`config.mk`:
```
export PLATFORM = sky130hd
export DESIGN_NAME = demux_frame_sequencer_flat
export DESIGN_NICKNAME = d
export VERILOG_FILES = /design/src/rtl/demux_frame_sequencer_if.sv /design/src/rtl/demux_frame_sequencer.sv /design/src/flat_wrapper.sv
export SDC_FILE = /design/constraint.sdc
export NUM_CORES = 1
export LEC_CHECK = 0
export ABC_AREA = 0
export BUFFER_PORTS_ARGS = -buffer_cell sky130_fd_sc_hd__clkbuf_2
export CORE_UTILIZATION = 45
export CTS_CLUSTER_DIAMETER = 50
export CTS_CLUSTER_SIZE = 8
export DETAILED_ROUTE_END_ITERATION = 8
export SLEW_MARGIN = 20
export SYNTH_ARGS = -nofsm -noshare
export SYNTH_HDL_FRONTEND = slang
export SYNTH_SLANG_ARGS = --single-unit
```
`constraint.sdc`:
```
create_clock -name clk -period 4.91 [get_ports clk]
set_input_delay 0 -clock clk [delete_from_list [all_inputs] [get_ports clk]]
set_output_delay 0 -clock clk [all_outputs]
set_load 0.005 [all_outputs]
```
`src/rtl/demux_frame_sequencer_if.sv`:
```
// -----------------------------------------------------------------------------
// demux_frame_sequencer_if
// Groups the serial command input, the decoded demux drive and the status
// signals of the frame sequencer.
//   master : frame source / controller (drives ser_in, ser_valid, err_clr)
//   slave  : the sequencer (drives everything else)
// Signals:
//   ser_in, ser_valid, ser_ready : bit-serial handshake, beat on valid & ready
//   in, s0, s1, s2               : data bit and select lines to the 1:8 demux
//   out_strobe                   : one-cycle pulse when the demux drive updates
//   busy                         : frame in progress or hold window active
//   frame_err, err_clr           : sticky bad-stop-bit flag and its clear
//   frame_cnt                    : good-frame counter, wraps
// -----------------------------------------------------------------------------
interface demux_frame_sequencer_if #(
    parameter int CNT_W = 8
);
    logic             ser_in;
    logic             ser_valid;
    logic             ser_ready;
    logic             in;
    logic             s0;
    logic             s1;
    logic             s2;
    logic             out_strobe;
    logic             busy;
    logic             frame_err;
    logic             err_clr;
    logic [CNT_W-1:0] frame_cnt;

    modport master (
        output ser_in, ser_valid, err_clr,
        input  ser_ready, in, s0, s1, s2, out_strobe, busy, frame_err, frame_cnt
    );

    modport slave (
        input  ser_in, ser_valid, err_clr,
        output ser_ready, in, s0, s1, s2, out_strobe, busy, frame_err, frame_cnt
    );
endinterface

```
`src/rtl/demux_frame_sequencer.sv`:
```
// -----------------------------------------------------------------------------
// demux_frame_sequencer
// Receives a bit-serial command frame (start=1, s2, s1, s0, data, stop=0) and
// presents the decoded select lines and data bit to a 1:8 demux as a single
// registered update. The data bit is held for HOLD_CYCLES cycles, then
// returned to 0; the select lines persist until the next good frame.
// Ports:
//   clk   : system clock, rising edge
//   rst_n : asynchronous active-low reset
//   bus   : demux_frame_sequencer_if.slave (serial handshake, demux drive,
//           status, error clear, frame counter)
// -----------------------------------------------------------------------------
module demux_frame_sequencer #(
    parameter int HOLD_CYCLES = 5,
    parameter int CNT_W       = 8
) (
    input  logic                          clk,
    input  logic                          rst_n,
    demux_frame_sequencer_if.slave        bus
);

    typedef enum logic [2:0] {
        IDLE,
        ADDR,
        DATA,
        STOP,
        HOLD
    } state_t;

    localparam logic [7:0] HOLD_LOAD = 8'(HOLD_CYCLES - 1);

    state_t           r_state;
    state_t           w_next_state;
    logic [1:0]       r_bit_idx;
    logic [2:0]       r_sel_sh;
    logic             r_data_sh;
    logic [7:0]       r_hold_cnt;
    logic [2:0]       r_sel;
    logic             r_in;
    logic             r_strobe;
    logic             r_frame_err;
    logic [CNT_W-1:0] r_frame_cnt;

    logic             w_ser_ready;
    logic             w_accept;
    logic             w_good_stop;
    logic             w_bad_stop;

    // The serial port is deaf for the whole hold window, including its last
    // cycle; a start bit offered then is taken one cycle later in IDLE.
    assign w_ser_ready = (r_state != HOLD);
    assign w_accept    = bus.ser_valid & w_ser_ready;

    // NOTE: sequential state uses non-blocking assignments so every register
    // samples pre-edge values, regardless of statement order.
    always_ff @(posedge clk or negedge rst_n) begin
        if (!rst_n) begin
            r_state <= IDLE;
        end else begin
            r_state <= w_next_state;
        end
    end

    // NOTE: every output of this block gets a default first, so no path
    // through the case leaves a signal unassigned (which would infer a latch).
    always_comb begin
        w_next_state = r_state;
        w_good_stop  = 1'b0;
        w_bad_stop   = 1'b0;
        case (r_state)
            IDLE: begin
                // A 0 on an idle line is just line-idle and is discarded.
                if (w_accept && bus.ser_in) w_next_state = ADDR;
            end
            ADDR: begin
                if (w_accept && (r_bit_idx == 2'd2)) w_next_state = DATA;
            end
            DATA: begin
                if (w_accept) w_next_state = STOP;
            end
            STOP: begin
                if (w_accept) begin
                    if (bus.ser_in) begin
                        w_bad_stop   = 1'b1;
                        w_next_state = IDLE;
                    end else begin
                        w_good_stop  = 1'b1;
                        w_next_state = HOLD;
                    end
                end
            end
            HOLD: begin
                if (r_hold_cnt == 8'd0) w_next_state = IDLE;
            end
            default: w_next_state = IDLE;
        endcase
    end

    always_ff @(posedge clk or negedge rst_n) begin
        if (!rst_n) begin
            r_bit_idx   <= 2'd0;
            r_sel_sh    <= 3'd0;
            r_data_sh   <= 1'b0;
            r_hold_cnt  <= 8'd0;
            r_sel       <= 3'd0;
            r_in        <= 1'b0;
            r_strobe    <= 1'b0;
            r_frame_err <= 1'b0;
            r_frame_cnt <= '0;
        end else begin
            r_strobe    <= w_good_stop;
            // A new error on the same edge as a clear keeps the flag set.
            r_frame_err <= w_bad_stop | (r_frame_err & ~bus.err_clr);

            if (w_accept) begin
                case (r_state)
                    IDLE: r_bit_idx <= 2'd0;
                    ADDR: begin
                        r_sel_sh  <= {r_sel_sh[1:0], bus.ser_in};
                        r_bit_idx <= r_bit_idx + 2'd1;
                    end
                    DATA: r_data_sh <= bus.ser_in;
                    default: ;
                endcase
            end

            // The whole demux drive changes on the stop-bit edge only, so a
            // partial frame is never visible downstream.
            if (w_good_stop) begin
                r_sel       <= r_sel_sh;
                r_in        <= r_data_sh;
                r_hold_cnt  <= HOLD_LOAD;
                r_frame_cnt <= r_frame_cnt + CNT_W'(1);
            end else if (r_state == HOLD) begin
                if (r_hold_cnt == 8'd0) begin
                    r_in <= 1'b0;
                end else begin
                    r_hold_cnt <= r_hold_cnt - 8'd1;
                end
            end
        end
    end

    assign bus.ser_ready  = w_ser_ready;
    assign bus.busy       = (r_state != IDLE);
    assign bus.in         = r_in;
    assign bus.s0         = r_sel[0];
    assign bus.s1         = r_sel[1];
    assign bus.s2         = r_sel[2];
    assign bus.out_strobe = r_strobe;
    assign bus.frame_err  = r_frame_err;
    assign bus.frame_cnt  = r_frame_cnt;

endmodule

```
`src/flat_wrapper.sv`:
```
// flat-port wrapper written by rule: the top's interface ports become plain ports
module demux_frame_sequencer_flat 
#(
    parameter int HOLD_CYCLES = 5,
    parameter int CNT_W       = 8
)
  (clk, rst_n, bus_ser_in, bus_ser_valid, bus_err_clr, bus_ser_ready, bus_in, bus_s0, bus_s1, bus_s2, bus_out_strobe, bus_busy, bus_frame_err, bus_frame_cnt);
  demux_frame_sequencer_if #(.CNT_W(CNT_W)) bus_i ();
  input  logic clk;
  input  logic rst_n;
  input wire logic [$bits(bus_i.ser_in)-1:0] bus_ser_in;
  input wire logic [$bits(bus_i.ser_valid)-1:0] bus_ser_valid;
  input wire logic [$bits(bus_i.err_clr)-1:0] bus_err_clr;
  output wire logic [$bits(bus_i.ser_ready)-1:0] bus_ser_ready;
  output wire logic [$bits(bus_i.in)-1:0] bus_in;
  output wire logic [$bits(bus_i.s0)-1:0] bus_s0;
  output wire logic [$bits(bus_i.s1)-1:0] bus_s1;
  output wire logic [$bits(bus_i.s2)-1:0] bus_s2;
  output wire logic [$bits(bus_i.out_strobe)-1:0] bus_out_strobe;
  output wire logic [$bits(bus_i.busy)-1:0] bus_busy;
  output wire logic [$bits(bus_i.frame_err)-1:0] bus_frame_err;
  output wire logic [$bits(bus_i.frame_cnt)-1:0] bus_frame_cnt;
  assign bus_i.ser_in = bus_ser_in;
  assign bus_i.ser_valid = bus_ser_valid;
  assign bus_i.err_clr = bus_err_clr;
  assign bus_ser_ready = bus_i.ser_ready;
  assign bus_in = bus_i.in;
  assign bus_s0 = bus_i.s0;
  assign bus_s1 = bus_i.s1;
  assign bus_s2 = bus_i.s2;
  assign bus_out_strobe = bus_i.out_strobe;
  assign bus_busy = bus_i.busy;
  assign bus_frame_err = bus_i.frame_err;
  assign bus_frame_cnt = bus_i.frame_cnt;
  demux_frame_sequencer #(.HOLD_CYCLES(HOLD_CYCLES), .CNT_W(CNT_W)) u_core (.clk(clk), .rst_n(rst_n), .bus(bus_i));
endmodule
```
==> results_dict.tcl <==
set metrics [dict create \
    via_count 1074 \
    antenna_found_initial 0 \
    dp_cells 193 \
    die_area_um2 3650 \
    wire_per_inst_um 13.6 \
    path_class "reg -> reg" \
    cp_data_required_time_ns 5.12 \
    clk_latency_ns 0.33 \
    worstHoldStart "bus_ser_in" \
    synthToLayoutAreaGrowth_pct 12.9 \
    clockBufferDepth 2 \
    peakVddDrop_uv 231 \
    tritoncts "built" \
    cts.sinks 31 \
    drt_iter0_markers 39 \
    critPathLaunchType "flip-flop" \
    ys_warn_count 0 \
    routed_wl_mm 2.77 \
    timing.final.crit_share 0.404 \
    overflow 0 \
    ant_nets 0 \
    r2r.worst_path.cells 3 \
    post-route-drc-count 0 \
    io-pin-count 21 \
    first_pass_iters 4 \
    final_max_slew_viol_count 0 \
    multiInputGateArea_um2 687 \
    grt_pass1_vias 996 \
    hold_ws_ns 0.113 \
    rsz0062_at_grt "false" \
    status "completed" \
    drive_above_1_share 0.263 \
    skew_ns 0.00670 \
    cp_max_fo 17 \
    reg2reg_slack_ns 2.92 \
    reg2reg_from "u_core.r_state[1]" \
    tns_ns 0 \
    htreeDepth 2 \
    die_w_um 60.5 \
    synth_cells 135 \
    syn_area_per_cell_um2 11.4 \
    track_usage 0.180 \
    synth_edf_count 0 \
    ys_seq_area_frac 0.504 \
    synth_flop_cell "dfrtp_1" \
    cp-startpoint "u_core.r_state[1]" \
    diodes 0 \
    core_area_um2 3150 \
    final_nets 168 \
    place_congestion 0.752 \
    grt_pass1_wl_mm 4.71 \
    dpl.hpwl_mm 1.89 \
    synth.cell_area_um2 1540 \
    rows 20 \
    post-route-min-period_ns 1.99 \
    root_buffer "clkbuf_4" \
    setup_violations 0 \
    tightest_slew_ns 0.770 \
    via_per_inst 5.26 \
    hold_depth 2 \
    fin_cells 204 \
    worstSetupEndpointType "flip-flop" \
    grt_max_degree 32 \
    synthDistinctLibCells 40 \
    maxCapViolCount 0 \
    initial_core_util 0.488 \
    power_density_nw_per_um2 476 \
    seqCellArea_um2 776 \
    cts_buffers 5 \
    hold_violations 0 \
    fillers 289 \
    io_buffers 20 \
    hold_class "in -> reg" \
    total_power_uw 826 \
    async_flop_share 1.00 \
    worstPathArrival_ns 2.20 \
    synth-seq-cells 31 \
    clk_pin_slew_ns 0.10 \
    cts_resized 0 \
    synth_nets 144 \
    die_y_um 60.5 \
    p_leak_nw 0.852 \
    slew_headroom 0.487 \
    fmax_mhz 504 \
]
## flip-flops by register name (all words and copies together) (netlist names)
register and cells:
u_core.r_state 3, u_core.bus.frame_cnt 8, u_core.bus.in 1, u_core.bus.out_strobe 1, u_core.bus.frame_err 1, u_core.r_data_sh 1, u_core.r_hold_cnt 8, u_core.r_sel 3
u_core.r_sel_sh 3, u_core.r_bit_idx 2
## per-layer routing
metal  part of all wire  global-route usage  routed length, µm  vias up
li1                   -                   -                  -      530
met1               0.50               0.247               1380      518
met2               0.45               0.265               1240       24
met3              0.052              0.0661                143        2
met4             0.0043              0.0584                 12        0
met5                  0                   0                  0        -
## logic make-up (layout without fill, tap and decap cells)
| family | count (synthesis) | count (layout) | share of synthesized area |
|---|---|---|---|
| AND/OR/NAND/NOR | 40 | 40 | 0.181 |
| buffers and inverters | 16 | 41 | 0.0488 |
| flip-flops | 31 | 31 | 0.504 |
| AO/OA/AOI/OAI | 24 | 24 | 0.103 |
| XOR/XNOR | 7 | 7 | 0.0399 |
| adder cells (fa/ha/maj) | 4 | 4 | 0.0325 |
| multiplexers | 13 | 13 | 0.0911 |
## per-stage QoR
| step | setup slack, ns | instance area [µm²] | util |
|---|---|---|---|
| global route | 2.74 | 1740 | 0.550 |
| CTS | 2.92 | 1740 | 0.550 |
| floorplan | 3.17 | 1540 | - |
| detailed placement | 2.95 | 1660 | 0.525 |
| finish | 2.92 | 1740 | 0.550 |
| global placement | 3.00 | 1660 | 0.525 |
## cells in the final DEF (no fill, tap or decap), types with 2 or more instances in the layout
cell	count
dfrtp_1	31
nor3b_1	3
nor4_1	2
inv_1	10
a21oi_1	3
nand2_1	6
clkbuf_4	5
o21ai_0	10
mux2i_1	5
o211ai_1	2
nand4b_1	4
xor2_1	7
clkbuf_1	2
mux2_2	7
nor2_1	8
nor3_1	5
dlygate4sd3_1	3
ha_1	4
clkbuf_2	20
## final cells by class
cell class                 instances  share of cell area
clock buffer                       7              0.0260
timing repair buffer              23              0.0750
tap                               44              0.0317
multi-input combinational         88               0.396
sequential                        31               0.447
clock inverter                     1             0.00288
inverter                          10              0.0216
## synthesized netlist by cell type (2+ instances only)
master    instances  area, µm²
o211ai_1          2       15.0
a21oi_1           3       15.0
nor3_1            5       25.0
dfrtp_1          31        776
clkbuf_1          3       11.3
nor2_1            8       30.0
buf_4             2       15.0
nor4_1            2       12.5
mux2_2            7       78.8
o21ai_0          10       50.1
nand4b_1          4       35.0
xor2_1            7       61.3
inv_1            10       37.5
nor3b_1           3       22.5
mux2i_1           5       50.1
ha_1              4       50.1
nand2_1           6       22.5
## path summary, 6_finish.rpt
kind / to
worst max-delay path: u_core.r_sel[0]
worst min-delay path: u_core.r_state[2]
worst max register to register: u_core.r_sel[0]
worst min register to register: u_core.bus.frame_cnt[7]
max in group asynchronous: u_core.bus.frame_cnt[0]
min in group asynchronous: u_core.r_state[0]
## power by group
| group | internal (mW) | switching [mW] | leakage (nW) | total (mW) |
|---|---|---|---|---|
| Sequential | 0.338 | 0.0858 | 0.397 | 0.424 |
| Combinational | 0.135 | 0.126 | 0.425 | 0.260 |
| Clock | 0.0558 | 0.0861 | 0.0293 | 0.142 |
## worst max-delay path: stages (launching register included)
cell	delay, ns
dfrtp_1	0.55
nand4b_2	0.43
nor2_2	0.50
mux2_2	0.39
## repair_timing
item / 4_1_cts / 5_1_grt
setup buffers: 0 / 0
hold buffers: 3 / 0
hold endpoints to repair: 33 / 0
Note: power is estimated with default switching activity, not from simulation.
